$ cat src/rtl/systolic_pkg.sv
// Shared types and helpers for the output-stationary systolic array.
// Holds the sequencer states and width/length derivations used by the array.
package systolic_pkg;

    typedef enum logic [1:0] {
        IDLE  = 2'd0,
        FEED  = 2'd1,
        FLUSH = 2'd2,
        DRAIN = 2'd3
    } state_t;

    function automatic int row_idx_w(input int rows);
        return (rows > 1) ? $clog2(rows) : 1;
    endfunction

    function automatic int flush_len(input int rows, input int cols);
        return rows + cols - 2;
    endfunction

    // Sign-extend the low w bits of v across all 64 bits.
    function automatic logic [63:0] sext(input logic [63:0] v, input int w);
        logic signed [63:0] t;
        t = signed'(v << (64 - w));
        return t >>> (64 - w);
    endfunction

endpackage

$ cat src/rtl/systolic_mm_array_if.sv
// Operand stream and result row stream of the systolic array.
// master is the datapath neighbour side, slave is the array side.
interface systolic_mm_array_if
    import systolic_pkg::*;
#(
    parameter int W     = 8,
    parameter int ROWS  = 4,
    parameter int COLS  = 4,
    parameter int ACC_W = 24
);
    localparam int RI_W = row_idx_w(ROWS);

    logic                    in_valid;
    logic                    in_ready;
    logic [ROWS*W-1:0]       a_vec;
    logic [COLS*W-1:0]       b_vec;
    logic                    out_valid;
    logic                    out_ready;
    logic [COLS*ACC_W-1:0]   out_row;
    logic [RI_W-1:0]         out_row_idx;

    modport master (
        output in_valid, a_vec, b_vec, out_ready,
        input  in_ready, out_valid, out_row, out_row_idx
    );

    modport slave (
        input  in_valid, a_vec, b_vec, out_ready,
        output in_ready, out_valid, out_row, out_row_idx
    );
endinterface

$ cat src/rtl/systolic_pe.sv
// One multiply-accumulate cell of the output-stationary array.
// Operands march right (a) and down (b) one cell per advance step.
module systolic_pe
    import systolic_pkg::*;
#(
    parameter int W     = 8,
    parameter int ACC_W = 24
) (
    input  logic                clk,
    input  logic                rst,
    input  logic                adv,
    input  logic                clr,
    input  logic signed [W-1:0] a_in,
    input  logic signed [W-1:0] b_in,
    output logic signed [W-1:0] a_out,
    output logic signed [W-1:0] b_out,
    output logic [ACC_W-1:0]    acc
);
    logic [W-1:0]     a_q;
    logic [W-1:0]     b_q;
    logic [ACC_W-1:0] acc_q;
    logic [2*W-1:0]   prod;

    assign prod  = (2*W)'(a_in) * (2*W)'(b_in);
    assign a_out = a_q;
    assign b_out = b_q;
    assign acc   = acc_q;

    // Accumulate on each advance step and forward operands to neighbours.
    always_ff @(posedge clk or negedge rst) begin
        if (!rst) begin
            a_q   <= '0;
            b_q   <= '0;
            acc_q <= '0;
        end else if (clr) begin
            a_q   <= '0;
            b_q   <= '0;
            acc_q <= '0;
        end else if (adv) begin
            a_q   <= a_in;
            b_q   <= b_in;
            acc_q <= acc_q + ACC_W'(sext(64'(prod), 2*W));
        end
    end
endmodule

$ cat src/rtl/systolic_mm_array.sv
// ROWS x COLS output-stationary matrix-multiply array with sequencer.
// Skews A/B inputs, accumulates C in the PEs, then drains one row per beat.
module systolic_mm_array
    import systolic_pkg::*;
#(
    parameter int W     = 8,
    parameter int ROWS  = 4,
    parameter int COLS  = 4,
    parameter int ACC_W = 24,
    parameter int K_W   = 8
) (
    input  logic               clk,
    input  logic               rst,
    input  logic               start,
    input  logic [K_W-1:0]     k_len,
    output logic               busy,
    output logic               done,
    systolic_mm_array_if.slave s
);
    localparam int RI_W   = row_idx_w(ROWS);
    localparam int FL_LEN = flush_len(ROWS, COLS);
    localparam int FL_W   = row_idx_w(FL_LEN);

    state_t            state_q;
    logic [K_W-1:0]    k_q;
    logic [K_W-1:0]    k_d;
    logic [K_W-1:0]    klen_q;
    logic [FL_W-1:0]   fl_q;
    logic [RI_W-1:0]   idx_q;
    logic              done_q;
    logic              adv;
    logic              clr;

    logic [W-1:0]      a_h [ROWS][COLS+1];
    logic [W-1:0]      b_v [ROWS+1][COLS];
    logic [ACC_W-1:0]  acc [ROWS][COLS];
    logic [ROWS*W-1:0] a_edge_unused;
    logic [COLS*W-1:0] b_edge_unused;

    assign k_d = k_q + 1'b1;
    assign adv = (state_q == FEED && s.in_valid) || state_q == FLUSH;
    assign clr = state_q == IDLE && start;

    assign busy          = state_q != IDLE;
    assign done          = done_q;
    assign s.in_ready    = state_q == FEED;
    assign s.out_valid   = state_q == DRAIN;
    assign s.out_row_idx = idx_q;

    // Sequencer: capture job, count k-steps, flush the skew, drain rows.
    always_ff @(posedge clk or negedge rst) begin
        if (!rst) begin
            state_q <= IDLE;
            k_q     <= '0;
            klen_q  <= '0;
            fl_q    <= '0;
            idx_q   <= '0;
            done_q  <= 1'b0;
        end else begin
            done_q <= 1'b0;
            unique case (state_q)
                IDLE: if (start) begin
                    klen_q  <= k_len;
                    k_q     <= '0;
                    fl_q    <= '0;
                    idx_q   <= '0;
                    state_q <= (k_len == '0) ? DRAIN : FEED;
                end
                FEED: if (s.in_valid) begin
                    k_q <= k_d;
                    if (k_d == klen_q)
                        state_q <= (FL_LEN == 0) ? DRAIN : FLUSH;
                end
                FLUSH: begin
                    fl_q <= fl_q + 1'b1;
                    if (fl_q == FL_W'(FL_LEN - 1))
                        state_q <= DRAIN;
                end
                DRAIN: if (s.out_ready) begin
                    if (idx_q == RI_W'(ROWS - 1)) begin
                        idx_q   <= '0;
                        state_q <= IDLE;
                        done_q  <= 1'b1;
                    end else begin
                        idx_q <= idx_q + 1'b1;
                    end
                end
                default: state_q <= IDLE;
            endcase
        end
    end

    for (genvar r = 0; r < ROWS; r++) begin : g_askew
        logic [W-1:0] a_src;
        assign a_src = (state_q == FEED) ? s.a_vec[r*W +: W] : '0;
        assign a_edge_unused[r*W +: W] = a_h[r][COLS];
        if (r == 0) begin : g_direct
            assign a_h[r][0] = a_src;
        end else begin : g_chain
            logic [W-1:0] sk_q [r];
            // Delay A element r by r advance steps.
            always_ff @(posedge clk or negedge rst) begin
                if (!rst) begin
                    for (int i = 0; i < r; i++) sk_q[i] <= '0;
                end else if (clr) begin
                    for (int i = 0; i < r; i++) sk_q[i] <= '0;
                end else if (adv) begin
                    sk_q[0] <= a_src;
                    for (int i = 1; i < r; i++) sk_q[i] <= sk_q[i-1];
                end
            end
            assign a_h[r][0] = sk_q[r-1];
        end
    end

    for (genvar c = 0; c < COLS; c++) begin : g_bskew
        logic [W-1:0] b_src;
        assign b_src = (state_q == FEED) ? s.b_vec[c*W +: W] : '0;
        assign b_edge_unused[c*W +: W] = b_v[ROWS][c];
        assign s.out_row[c*ACC_W +: ACC_W] = acc[idx_q][c];
        if (c == 0) begin : g_direct
            assign b_v[0][c] = b_src;
        end else begin : g_chain
            logic [W-1:0] sk_q [c];
            // Delay B element c by c advance steps.
            always_ff @(posedge clk or negedge rst) begin
                if (!rst) begin
                    for (int i = 0; i < c; i++) sk_q[i] <= '0;
                end else if (clr) begin
                    for (int i = 0; i < c; i++) sk_q[i] <= '0;
                end else if (adv) begin
                    sk_q[0] <= b_src;
                    for (int i = 1; i < c; i++) sk_q[i] <= sk_q[i-1];
                end
            end
            assign b_v[0][c] = sk_q[c-1];
        end
    end

    for (genvar r = 0; r < ROWS; r++) begin : g_row
        for (genvar c = 0; c < COLS; c++) begin : g_col
            systolic_pe #(.W(W), .ACC_W(ACC_W)) u_pe (
                .clk   (clk),
                .rst   (rst),
                .adv   (adv),
                .clr   (clr),
                .a_in  (a_h[r][c]),
                .b_in  (b_v[r][c]),
                .a_out (a_h[r][c+1]),
                .b_out (b_v[r+1][c]),
                .acc   (acc[r][c])
            );
        end
    end
endmodule
$ cat src/flat_wrapper.sv
// flat-port wrapper written by rule: the top's interface ports become plain ports
module systolic_mm_array_flat import systolic_pkg::*;
#(
    parameter int W     = 8,
    parameter int ROWS  = 4,
    parameter int COLS  = 4,
    parameter int ACC_W = 24,
    parameter int K_W   = 8
)
  (clk, rst, start, k_len, busy, done, s_in_valid, s_a_vec, s_b_vec, s_out_ready, s_in_ready, s_out_valid, s_out_row, s_out_row_idx);
  systolic_mm_array_if #(.W(W), .ROWS(ROWS), .COLS(COLS), .ACC_W(ACC_W)) s_i ();
  input  logic clk;
  input  logic rst;
  input  logic start;
  input  logic [K_W-1:0] k_len;
  output logic busy;
  output logic done;
  input wire logic [$bits(s_i.in_valid)-1:0] s_in_valid;
  input wire logic [$bits(s_i.a_vec)-1:0] s_a_vec;
  input wire logic [$bits(s_i.b_vec)-1:0] s_b_vec;
  input wire logic [$bits(s_i.out_ready)-1:0] s_out_ready;
  output wire logic [$bits(s_i.in_ready)-1:0] s_in_ready;
  output wire logic [$bits(s_i.out_valid)-1:0] s_out_valid;
  output wire logic [$bits(s_i.out_row)-1:0] s_out_row;
  output wire logic [$bits(s_i.out_row_idx)-1:0] s_out_row_idx;
  assign s_i.in_valid = s_in_valid;
  assign s_i.a_vec = s_a_vec;
  assign s_i.b_vec = s_b_vec;
  assign s_i.out_ready = s_out_ready;
  assign s_in_ready = s_i.in_ready;
  assign s_out_valid = s_i.out_valid;
  assign s_out_row = s_i.out_row;
  assign s_out_row_idx = s_i.out_row_idx;
  systolic_mm_array #(.W(W), .ROWS(ROWS), .COLS(COLS), .ACC_W(ACC_W), .K_W(K_W)) u_core (.clk(clk), .rst(rst), .start(start), .k_len(k_len), .busy(busy), .done(done), .s(s_i));
endmodule
$ cat config.mk
export PLATFORM = sky130hd
export DESIGN_NAME = systolic_mm_array_flat
export DESIGN_NICKNAME = d
export VERILOG_FILES = /design/src/rtl/systolic_pkg.sv /design/src/rtl/systolic_mm_array_if.sv /design/src/rtl/systolic_pe.sv /design/src/rtl/systolic_mm_array.sv /design/src/flat_wrapper.sv
export SDC_FILE = /design/constraint.sdc
export NUM_CORES = 2
export LEC_CHECK = 0
export CAP_MARGIN = 20
export CORE_UTILIZATION = 60
export DETAILED_ROUTE_END_ITERATION = 10
export DONT_BUFFER_PORTS = 1
export GPL_TIMING_DRIVEN = 0
export PLACE_DENSITY_LB_ADDON = 0.08
export SLEW_MARGIN = 10
export SYNTH_ARGS = -nofsm -noshare
export SYNTH_HDL_FRONTEND = slang
export SYNTH_SLANG_ARGS = --single-unit
$ cat constraint.sdc
create_clock -name clk -period 9.2 [get_ports clk]
set_clock_uncertainty 0.1 [all_clocks]
set_input_delay 0.46 -clock clk [delete_from_list [all_inputs] [get_ports clk]]
set_output_delay 0.46 -clock clk [all_outputs]
set_load 0.005 [all_outputs]
# After elaboration in Yosys (flattened, before gate mapping)
# Index checks and enable logic that the tools add are counted.
# totals
mem_bits_ro	0
elab_cells	245
ff_bits	696
mem_bits_rw	0
output_inout_bits	102
inputBits	77
latchBits	0
n_memories	0
# op_classes
bitwise_logic	1
n_div	0
muxes	123
shift	0
n_addsub	19
n_eq_ne	12
reduce_logical	15
n_mul	16
order_cmp	1
# ops
operator	n
$mux W24	36
$mux W8	62
$add A24 B24 Y24	16
$mul A8 B8 Y16	16
$bmux W96 S2	1
$mux W96	2
$mux W16	4
$mux W2	10
$pmux W8 S2	1
$reduce_bool A2 Y1	5
$add A8 B1 Y8 const B	1
$eq A8 B8 Y1	1
$logic_not A8 Y1	1
$ne A2 B2 Y1 const B	4
$pmux W2 S4	1
$eq A2 B2 Y1 const B	3
$pmux W3 S2	1
$reduce_and A3 Y1	2
$reduce_and A6 Y1	1
$ne A2 B1 Y1 const B	2
$pmux W2 S2	1
$reduce_and A2 Y1	2
$add A3 B1 Y3 const B	1
$eq A3 B3 Y1 const B	1
other kinds (9)	12

# Depth between registers and ports, before layout
# logic_depth
ltp_word	6
mapped_depth	36
depth_no_buf	33

# Modules after synthesis
# A second synthesis with hierarchy kept.
# hier_totals
hier_cells	9846
area_unflattened_um2	90976.0
# by_module_without_submodules
mod	instances	seq_area_each_um2	cells_per_inst	area_per_inst_um2
systolic_pe at u_core.g_row[1].g_col[1].u_pe ...	5	1001.0	579	5230.0
systolic_pe at u_core.g_row[2].g_col[3].u_pe ...	4	1001.0	582	5232.5
systolic_pe at u_core.g_row[0].g_col[0].u_pe ...	4	1001.0	561	5165.0
systolic_mm_array	1	3002.9	689	7696.1
systolic_pe at u_core.g_row[2].g_col[2].u_pe	1	1001.0	565	5231.3
systolic_pe at u_core.g_row[3].g_col[3].u_pe	1	1001.0	572	5211.2
systolic_pe at u_core.g_row[1].g_col[0].u_pe	1	1001.0	553	5097.4

# Worst setup path before layout
# Ideal clock, no wire load.
# synth_path
kind	register -> register
startpoint	register u_core.state_q[1]
endpoint	register u_core.g_row[0].g_col[0].u_pe.acc_q[23]
setup_ns	0.078
setup_slack_ns	1.753
required_time_ns	9.022
path_stages_with_launch	30
synth_period_minus_slack_ns	7.447
arrival_time_ns	7.269
path_buffers	3
cell_sequence	dfrtp_1 > inv_1 > ha_1 > clkbuf_1 > clkbuf_1 > clkbuf_1 > nand3_1 > fa_1 > fa_1 > inv_1 > fa_1 > inv_1 > fa_1 > inv_1 > ha_1 > a21boi_1 > o41a_1 > a41o_1 > o41ai_2 > xnor2_1 > ha_1 > a21o_1 > a21o_1 > a21o_1 > nand4b_1 > a31o_1 > a21oi_1 > xor2_1 > or3_1 > a21oi_1
# synth_via
elab_chain_len	6
word_cells_on_any_way	13
cone_classes	1 x add/sub; 1 x mul; 2 x eq/ne; 4 x mux; 5 x reduce/logical
# synth_rtl
element	line	text
start, declared	systolic_mm_array.sv:24	state_t state_q;
start signal, assigned	systolic_mm_array.sv:67	state_q <= (k_len == '0) ? DRAIN : FEED;
start signal, assigned	systolic_mm_array.sv:72	state_q <= (FL_LEN == 0) ? DRAIN : FLUSH;
$eq A2 B1 Y1 (*)	n/a	
named net s_in_ready	flat_wrapper.sv:22	output wire logic [$bits(s_i.in_ready)-1:0] s_in_ready;
$mux W8, on equally long branches	systolic_mm_array.sv:95, systolic_mm_array.sv:118	
$mul A8 B8 Y16	systolic_pe.sv:24	assign prod = (2*W)'(a_in) * (2*W)'(b_in);
$add A24 B24 Y24	systolic_pe.sv:42	acc_q <= acc_q + ACC_W'(sext(64'(prod), 2*W));
$mux W24	systolic_pe.sv:39	end else if (adv) begin
$mux W24	systolic_pe.sv:35	end else if (clr) begin
end signal, assigned	systolic_pe.sv:42	
end, declared	systolic_pe.sv:21	logic [ACC_W-1:0] acc_q;
# The timed path passes the listed nets; every way through them passes the cells marked *. The select of a mux whose other input is x is not followed.
# A chain may end at the register's enable or synchronous reset.

# Final worst setup path
# Ends and elaborated chain as after synthesis.

==> impl_metrics.yaml <==
placed_design:
  place_hpwl_um: 232000
  placed_area_mm2: 0.0878
  portBuffers: 0
  place_congestion: 1.00
clock_tree:
  numCtsBuffers: 89
  cts.htree.levels: 3
  cts_tree: "yes"
  clk_path_buf_depth: 3
  clk_pin_slew_ns: 0.06
  insertion_delay_ns: 0.76
  cts_sinks: 696
  cts_hold_buf: 71
  cts.root.buffer_cell: "clkbuf_16"
floorplanning:
  start_util_pct: 60.7
  die_area_mm2: 0.143
  core_region_area_mm2: 0.140
  die_w_um: 378
  die_height_um: 378
  row_count: 137
  ios: 179
sta:
  slew_viol_final: 619
  fin_tns_setup_ns: 0
  hold_ws_ns: -0.618
  fmax_mhz: 117
  rsz0062_at_grt: "false"
  tightest_slew_ns: 2.63
  hold_viol: 696
  period_minus_slack_ns: 8.52
  slew_headroom_pct: -75.3
  setup_viol: 0
  period_share_pct: 92.6
drt:
  post-route-drc-count: 0
  first_iter_violations: 6973
  drt_first_pass_iters: 9
  wl_per_cell_um: 24.7
  ant_nets: 0
  avgViaCountPerCell: 6.04
  finalWirelength_um: 292000
  vias: 71500
synthesis:
  ys_seq_elements: 696
  yosysUniqueCellTypes: 86
  synth.largest_area_cell: "fa_1"
  synth_edf_count: 0
  synthTopCellsByCount: "1357 x inv_1, 1305 x nand2_1, 896 x fa_1"
  synth_area_per_cell_um2: 8.79
  yosysSeqAreaShare_pct: 20.5
  yosysMostFrequentCell: "inv_1"
  synthArstFlopShare_pct: 100
  synth_area_mm2: 0.0850
  syn_inst: 9677
  synth_area_leaders: "fa_1 21%, dfrtp_1 20%, ha_1 12%, inv_1 6.0%, nand2_1 5.8%"
  synth_top_area_share_pct: 21.1
  synth_top_flop_cell: "dfrtp_1"
  yosys_warnings: 0
  syn-num-nets: 11500
setup_path:
  required_ns: 9.72
  arrival_ns: 9.04
  r2r-start: "u_core.state_q[1]"
  reg2reg_setup_slack_ns: 0.68
  cpMostUsedCell: "a21oi_1"
  crit_path_start: "u_core.state_q[1]"
  start_kind: "register"
  cp-end-kind: "register"
  reg2reg_to: "u_core.g_row[0].g_col[0].u_pe.acc[23]"
  max_stage_delay_ns: 0.54
  crit_fanout: 10
  cp_slowest_cell: "fa_1"
  rr_worst_depth: 34
  criticalPathCategory: "reg -> reg"
status:
  outcome: "complete, but fails checks"
  violations: "negative hold slack, max-slew violations"
global_route:
  grt_antenna_before_repair: 23
  grt_pass1_wl_um: 437000
  grt_max_degree: 697
  track_usage_pct: 41.3
  overflow: 0
  grt_pass1_vias: 69900
run:
  drv_cap: 0
final_layout:
  fill_cells: 11700
  final_area_mm2: 0.0917
  syn_to_final_growth_pct: 7.86
  drive_above_1_share_pct: 3.75
  final_util_pct: 65.5
  nets: 11700
pwr:
  powerDensity_mw_per_mm2: 313
  p_leak_nw: 45.5
  peakVddDrop_mv: 0.300
  p_total_mw: 28.7
worst_hold_path:
  hold_class: "in -> async"
-- state kept, by name, summed over array words and instances (netlist names), 3 cells and up --
signal / count
u_core.a_h: 16
u_core.b_v: 16
u_core.fl_q: 3
u_core.g_askew.g_chain.sk_q: 32
u_core.g_bskew.g_chain.sk_q: 32
u_core.g_row.g_col.u_pe.a_out: 96
u_core.g_row.g_col.u_pe.acc: 384
u_core.g_row.g_col.u_pe.b_out: 96
u_core.k_q: 8
u_core.klen_q: 8
-- worst max path at each step --
stage	slack, ns	cells after the start	endpoint
after floorplan	1.75	29	u_core.g_row[0].g_col[0].u_pe.acc[23]
after global placement	0.38	29	u_core.g_row[0].g_col[0].u_pe.acc[23]
after detailed placement	0.35	29	u_core.g_row[0].g_col[0].u_pe.acc[23]
after CTS	0.27	29	u_core.g_row[0].g_col[0].u_pe.acc[23]
after global routing	0.14	34	u_core.g_row[0].g_col[0].u_pe.acc[23]
final	0.68	34	u_core.g_row[0].g_col[0].u_pe.acc[23]
-- kinds of logic after synthesis --
| family | count (synthesis) | synth area share (%) |
|---|---|---|
| fa+ha+maj | 1736 | 33.5 |
| simple gates | 3031 | 17.0 |
| xor+xnor | 543 | 5.61 |
| flops | 696 | 20.5 |
| compound gates | 1804 | 13.0 |
| mux | 107 | 2.67 |
| buf+inv | 1760 | 7.84 |
-- cell usage in the layout (no fill, tap or decap), types with 33 or more instances in the layout --
cell,instances
inv_1,1357
nand2_1,1305
fa_1,896
ha_1,840
a21oi_1,827
dfrtp_1,696
and2_1,650
nor2_1,437
xnor2_1,422
clkbuf_1,341
o21ai_0,158
a21o_1,156
o21ai_1,135
nand2b_1,128
xor2_1,114
nand3_1,106
mux4_2,96
nor3_1,94
clkbuf_16,91
and3_1,90
o21a_1,78
nor2b_1,76
a211oi_1,73
a22o_1,72
dlygate4sd3_1,71
o21bai_1,50
a31oi_1,43
or3_1,36
o211ai_1,33
-- power by group --
part	leakage, nW	total [mW]	internal, mW	switching, mW
Sequential	9.42	5.70	4.13	1.56
Combinational	34.6	19.2	6.82	12.4
Clock	1.50	3.78	2.16	1.62
Total	45.5	28.7	13.1	15.6
-- repair_timing --
action	CTS	global route
endpoints found under the setup margin	0	1
resized for setup	0	4
setup buffers	0	0
endpoints found under the hold margin	769	696
-- per-layer routing --
metal	wire [um]	vias up	part of all wire [%]	global-route usage, %
li1	-	31900	-	-
met1	121000	35800	41	57.9
met2	123000	3206	42	59.9
met3	33700	576	12	10.8
met4	14600	13	5.0	18.4
met5	204	-	0.070	0.480
-- area by class of cell --
type	instances	area, um^2	share of cell area (%)
diodes	12	30.0	0.0327
plain buffers	399	1600	1.75
clock buffers	116	2500	2.73
clock inverters	52	567	0.618
inverters	1361	5110	5.57
multi-input cells	7221	61000	66.5
flip-flops and latches	696	17400	19.0
well taps	1876	2350	2.56
repair buffers	104	1150	1.25
-- critical path: cells and delay by family, from the launching register on --
| family | cells | cell delay [ns] |
|---|---|---|
| xor gates and xnor gates | 2 | 0.37 |
| AOI/OAI and AO/OA | 13 | 2.37 |
| and+or+nand+nor | 5 | 0.87 |
| adders and majority gates | 7 | 2.93 |
| DFF | 1 | 0.43 |
| buffers and inverters | 7 | 1.31 |
-- metrics by stage --
stage          worst slack, ns  hold slack (ns)  instances
2_1_floorplan             1.75           0.0644       9677
3_3_place_gp             0.385            0.108      11600
3_5_place_dp             0.347            0.110      11600
4_1_cts                  0.272           -0.651      11800
5_1_grt                  0.142           -0.632      11800
6_report                 0.676           -0.618      11800
No activity file was read; power rests on OpenSTA's default activity.
